[config.mk]
export PLATFORM = sky130hd
export DESIGN_NAME = fifo_serial_drain
export DESIGN_NICKNAME = d
export VERILOG_FILES = /design/src/rtl/fifo_serial_drain.sv
export SDC_FILE = /design/constraint.sdc
export NUM_CORES = 1
export LEC_CHECK = 0
export CORE_MARGIN = 1.5
export CORE_UTILIZATION = 45
export DETAILED_ROUTE_END_ITERATION = 6
export PLACE_DENSITY = 0.75
export SLEW_MARGIN = 30
export SYNTH_ARGS = -nofsm -noshare
export SYNTH_HDL_FRONTEND = slang
export SYNTH_SLANG_ARGS = --single-unit
[constraint.sdc]
create_clock -name clk -period 1.84 [get_ports clk]
set_clock_uncertainty 0.2 [all_clocks]
set_input_delay 0.46 -clock clk [delete_from_list [all_inputs] [get_ports clk]]
set_output_delay 0.46 -clock clk [all_outputs]
set_load 0.1 [all_outputs]
[src/rtl/fifo_serial_drain.sv]
// Pops words from a synchronous FIFO and sends each one as a start bit, WIDTH data bits
// (LSB first) and a stop bit. A new pop happens only once the previous frame has finished.
`timescale 1ns/1ps
module fifo_serial_drain #(
  parameter int WIDTH      = 16,
  parameter int BIT_CYCLES = 4,
  parameter int RD_LATENCY = 1
) (
  input  logic             clk,
  input  logic             rst,
  input  logic             enable,
  input  logic             fifo_empty,
  input  logic [WIDTH-1:0] fifo_dout,
  output logic             fifo_re,
  output logic             ser_out,
  output logic             busy,
  output logic             frame_done,
  output logic [15:0]      word_count
);

  localparam logic [2:0] S_IDLE  = 3'd0;
  localparam logic [2:0] S_READ  = 3'd1;
  localparam logic [2:0] S_WAIT  = 3'd2;
  localparam logic [2:0] S_START = 3'd3;
  localparam logic [2:0] S_DATA  = 3'd4;
  localparam logic [2:0] S_STOP  = 3'd5;

  localparam int             BIT_W     = (WIDTH > 1) ? $clog2(WIDTH) : 1;
  localparam logic [7:0]     CYC_LAST  = 8'(BIT_CYCLES - 1);
  localparam logic [7:0]     CYC_PRE   = 8'((BIT_CYCLES > 1) ? BIT_CYCLES - 2 : 0);
  localparam logic [BIT_W-1:0] BIT_LAST = BIT_W'(WIDTH - 1);
  localparam logic [1:0]     LAT_INIT  = 2'(RD_LATENCY);

  logic [2:0]       state_q, state_d;
  logic [7:0]       cyc_q, cyc_d;
  logic [BIT_W-1:0] bit_idx_q, bit_idx_d;
  logic [1:0]       lat_q, lat_d;
  logic [WIDTH-1:0] shift_q, shift_d;
  logic             fifo_re_q, fifo_re_d;
  logic             ser_q, ser_d;
  logic             busy_q, busy_d;
  logic             done_q, done_d;
  logic [15:0]      word_count_q, word_count_d;
  logic             cyc_end;

  assign cyc_end = (cyc_q == CYC_LAST);

  always_comb begin
    state_d      = state_q;
    cyc_d        = cyc_q;
    bit_idx_d    = bit_idx_q;
    lat_d        = lat_q;
    shift_d      = shift_q;
    fifo_re_d    = 1'b0;
    ser_d        = ser_q;
    busy_d       = busy_q;
    done_d       = 1'b0;
    word_count_d = word_count_q;
    // Outputs are registered, so each one is set on the transition into the cycle it belongs to.
    case (state_q)
      S_IDLE: begin
        if (enable && !fifo_empty) begin
          state_d   = S_READ;
          fifo_re_d = 1'b1;
          busy_d    = 1'b1;
        end
      end
      S_READ: begin
        state_d = S_WAIT;
        lat_d   = LAT_INIT;
      end
      S_WAIT: begin
        if (lat_q == 2'd1) begin
          shift_d = fifo_dout;
          state_d = S_START;
          ser_d   = 1'b0;
          cyc_d   = 8'd0;
        end else begin
          lat_d = lat_q - 2'd1;
        end
      end
      S_START: begin
        if (cyc_end) begin
          cyc_d     = 8'd0;
          state_d   = S_DATA;
          bit_idx_d = '0;
          ser_d     = shift_q[0];
        end else begin
          cyc_d = cyc_q + 8'd1;
        end
      end
      S_DATA: begin
        if (cyc_end) begin
          cyc_d = 8'd0;
          if (bit_idx_q == BIT_LAST) begin
            state_d = S_STOP;
            ser_d   = 1'b1;
            // A one-cycle stop bit means its only cycle is also the last one.
            if (BIT_CYCLES == 1) done_d = 1'b1;
          end else begin
            bit_idx_d = bit_idx_q + BIT_W'(1);
            shift_d   = shift_q >> 1;
            ser_d     = shift_q[1];
          end
        end else begin
          cyc_d = cyc_q + 8'd1;
        end
      end
      S_STOP: begin
        if (cyc_end) begin
          cyc_d        = 8'd0;
          state_d      = S_IDLE;
          busy_d       = 1'b0;
          word_count_d = word_count_q + 16'd1;
        end else begin
          cyc_d = cyc_q + 8'd1;
          if (cyc_q == CYC_PRE) done_d = 1'b1;
        end
      end
      default: begin
        state_d = S_IDLE;
        ser_d   = 1'b1;
        busy_d  = 1'b0;
      end
    endcase
  end

  always_ff @(posedge clk or negedge rst) begin
    if (!rst) begin
      state_q      <= S_IDLE;
      cyc_q        <= 8'd0;
      bit_idx_q    <= '0;
      lat_q        <= 2'd0;
      shift_q      <= '0;
      fifo_re_q    <= 1'b0;
      ser_q        <= 1'b1;
      busy_q       <= 1'b0;
      done_q       <= 1'b0;
      word_count_q <= 16'd0;
    end else begin
      state_q      <= state_d;
      cyc_q        <= cyc_d;
      bit_idx_q    <= bit_idx_d;
      lat_q        <= lat_d;
      shift_q      <= shift_d;
      fifo_re_q    <= fifo_re_d;
      ser_q        <= ser_d;
      busy_q       <= busy_d;
      done_q       <= done_d;
      word_count_q <= word_count_d;
    end
  end

  assign fifo_re    = fifo_re_q;
  assign ser_out    = ser_q;
  assign busy       = busy_q;
  assign frame_done = done_q;
  assign word_count = word_count_q;

endmodule

==> qor.yml <==
run_status:
  run_status: "finished, violations left"
  violations: "negative setup slack"
power_and_ir_drop:
  power_density_mw_per_mm2: 469
  leakagePower_nw: 2.14
  irDropWorstVdd_mv: 0.327
sta:
  maxSlewHeadroom_pct: 68.5
  tns_ps: -3810
  setup_viol: 36
  fin_crit_sh_pct: 111
  tightest_slew_ps: 473
  grt_setup_unrepaired: "true"
  fin_crit_ps: 2030
  max_freq_ghz: 0.492
  timing.final.ws_setup_ps: -194
  finalMaxSlewViolations: 0
  hold_viol: 0
global_routing:
  grt_max_degree: 25
  overflow: 0
  antenna_found_initial: 0
  grt_pass1_vias: 2480
  grt.total_usage_pct: 20.2
  grt_pass1_wl_mm: 11.7
synthesis:
  synth-seq-area-share_pct: 46.0
  synth_area_mm2: 0.00289
  yosysUniqueCellTypes: 50
  synth.net_count: 316
  ys_ff_latch: 53
  synth_top_flop_cell: "dfrtp_1"
  ys.warnings.count: 0
  synthCells: 291
  avgSynthCellArea_um2: 9.92
  ys_async_sr_fraction_pct: 100
  synth_edf_count: 0
setup_path:
  critPathLaunchType: "flip-flop"
  ff2ff_path_depth: 6
  arrival_ps: 2040
  required_ps: 1840
  cp-end-kind: "flip-flop"
  cp_max_fo: 8
  crit_type: "reg -> reg"
finish:
  n_antenna_cell: 0
  n_fill_cell: 379
  syn_to_final_growth_pct: 55.2
  fin_util_pct: 73.9
  drive_gt1_share_pct: 42.7
  final_nets: 399
placement:
  gp_congestion: 0.863
  pre_cts_slack_ps: -134
  dp_hpwl_mm: 4.54
  port_buffers: 39
drt:
  num_vias: 2520
  drtPass1Iterations: 4
  wl_per_cell_um: 16.8
  drc: 0
  wirelength_mm: 7.54
  dr.first_iter.drc_count: 173
  route.antenna.remaining_nets: 0
  vias_per_cell: 5.60
min_path:
  hold_path.class: "reg -> reg"
  hold_depth: 1
clocking:
  clk_latency_ps: 310
  tritoncts: "done"
  cts_buffers: 5
  clockRootBuffer: "clkbuf_8"
  clockBufferDepth: 2
  clkSinkCount: 53
  path_clk_slew_ps: 100
  htree_levels: 2
floorplan:
  initial_utilization_pct: 47.6
  design.core.area_mm2: 0.00606
  rows: 28
  num_io_pins: 40
  die-width_um: 83.1
  die_y_um: 83.1
  die_area_mm2: 0.00690
run:
  cap_violations: 0
==> critical path, cell delays in order (launching register included) <==
cell and delay (ps):
dfrtp_1 450, buf_6 160, nor3b_4 250, a32oi_2 120
a21oi_4 230, clkbuf_16 210, mux2_4 300
==> final timing paths <==
check | from | to | slack [ps]
worst max-delay path | state_q[1]$_DFFE_PN0P_ | shift_q[9]$_DFFE_PN0P_ | -190
worst min-delay path | shift_q[7]$_DFFE_PN0P_ | shift_q[7]$_DFFE_PN0P_ | 320
worst max register to register | state_q[1]$_DFFE_PN0P_ | shift_q[9]$_DFFE_PN0P_ | -190
worst min register to register | shift_q[7]$_DFFE_PN0P_ | shift_q[7]$_DFFE_PN0P_ | 320
max in group asynchronous | rst | ser_out$_DFFE_PN1P_ | 490
min in group asynchronous | rst | cyc_q[0]$_DFFE_PN0P_ | 430
==> area by class of cell <==
class	instances	area [um^2]	area share, %
clock buffer	6	72.6	1.62
clock inverter	2	38.8	0.866
inverter	10	37.5	0.838
multi-input combinational	213	1800	40.1
sequential	53	1350	30.1
tap	75	93.8	2.09
timing repair buffer	91	1090	24.4
==> registers in the layout, indices dropped and copies added, names as in the netlist <==
name	count
cyc_q	8
busy	1
fifo_re	1
ser_out	1
lat_q	2
state_q	3
word_count	16
bit_idx_q	4
frame_done	1
shift_q	16
==> where the power goes <==
group / switching [mW] / internal [mW] / leakage (nW) / total (mW)
Clock: 0.401 / 0.409 / 0.0554 / 0.810
Combinational: 0.0495 / 0.0606 / 1.42 / 0.110
Sequential: 0.00754 / 1.17 / 0.664 / 1.18
Total: 0.458 / 1.64 / 2.14 / 2.10
==> cells in the final DEF, fill, tap and decap left out, drive strengths merged, types with 7 or more instances in the layout <==
cell type | Yosys | final
buf | 10 | 71
nand2 | 58 | 58
dfrtp | 52 | 52
clkdlybuf4s50 | 0 | 18
mux2 | 16 | 16
xor2 | 14 | 14
o21ai | 14 | 14
nand3 | 11 | 11
inv | 10 | 10
nor3 | 9 | 9
a21oi | 9 | 9
nand4 | 7 | 7
clkbuf | 5 | 7
==> cell usage after synthesis, types with 7 or more instances <==
| cell | number | share of area (%) |
|---|---|---|
| buf_2 | 8 | 1.4 |
| mux2_4 | 9 | 4.7 |
| mux2_2 | 7 | 2.7 |
| nand4_1 | 7 | 1.5 |
| xor2_1 | 14 | 4.2 |
| o21ai_0 | 14 | 2.4 |
| inv_1 | 10 | 1.3 |
| nor3_1 | 9 | 1.6 |
| nand2_1 | 58 | 7.5 |
| dfrtp_1 | 52 | 45 |
| nand3_1 | 10 | 1.7 |
| a21oi_1 | 8 | 1.4 |
==> layer usage <==
metal | wire (um) | up-vias | track usage, %
li1 | - | 1195 | -
met1 | 3150 | 1243 | 25.4
met2 | 3970 | 69 | 35.8
met3 | 287 | 13 | 3.38
met4 | 134 | 0 | 5.76
met5 | 0 | - | 0
==> metrics by stage <==
stage | hold slack (ps) | instances | area [um^2] | power [mW]
after floorplan | -35.6 | 291 | 2940 | 1.23
after global placement | 226 | 427 | 3840 | 1.31
after detailed placement | 234 | 427 | 3840 | 1.31
after CTS | 320 | 443 | 4180 | 2.10
after global routing | 338 | 450 | 4480 | 2.16
final | 322 | 450 | 4480 | 2.10
==> cells by family after synthesis <==
| kind of cell | Yosys count | synth area share [%] |
|---|---|---|
| buffers and inverters | 25 | 4.25 |
| muxes | 18 | 8.11 |
| DFF | 53 | 46.0 |
| and+or+nand+nor | 123 | 22.7 |
| AOI/OAI and AO/OA | 48 | 11.0 |
| xor gates and xnor gates | 19 | 5.77 |
| adders and majority gates | 5 | 2.17 |
==> timing repair <==
action	in CTS	in global routing
setup endpoints to repair	26	44
hold buffers	1	0
buffers inserted	5	9
resized for setup	33	56
gates cloned	2	0
endpoints found under the hold margin	14	0
pin swaps	19	28
Note: power is estimated with default switching activity, not from simulation.
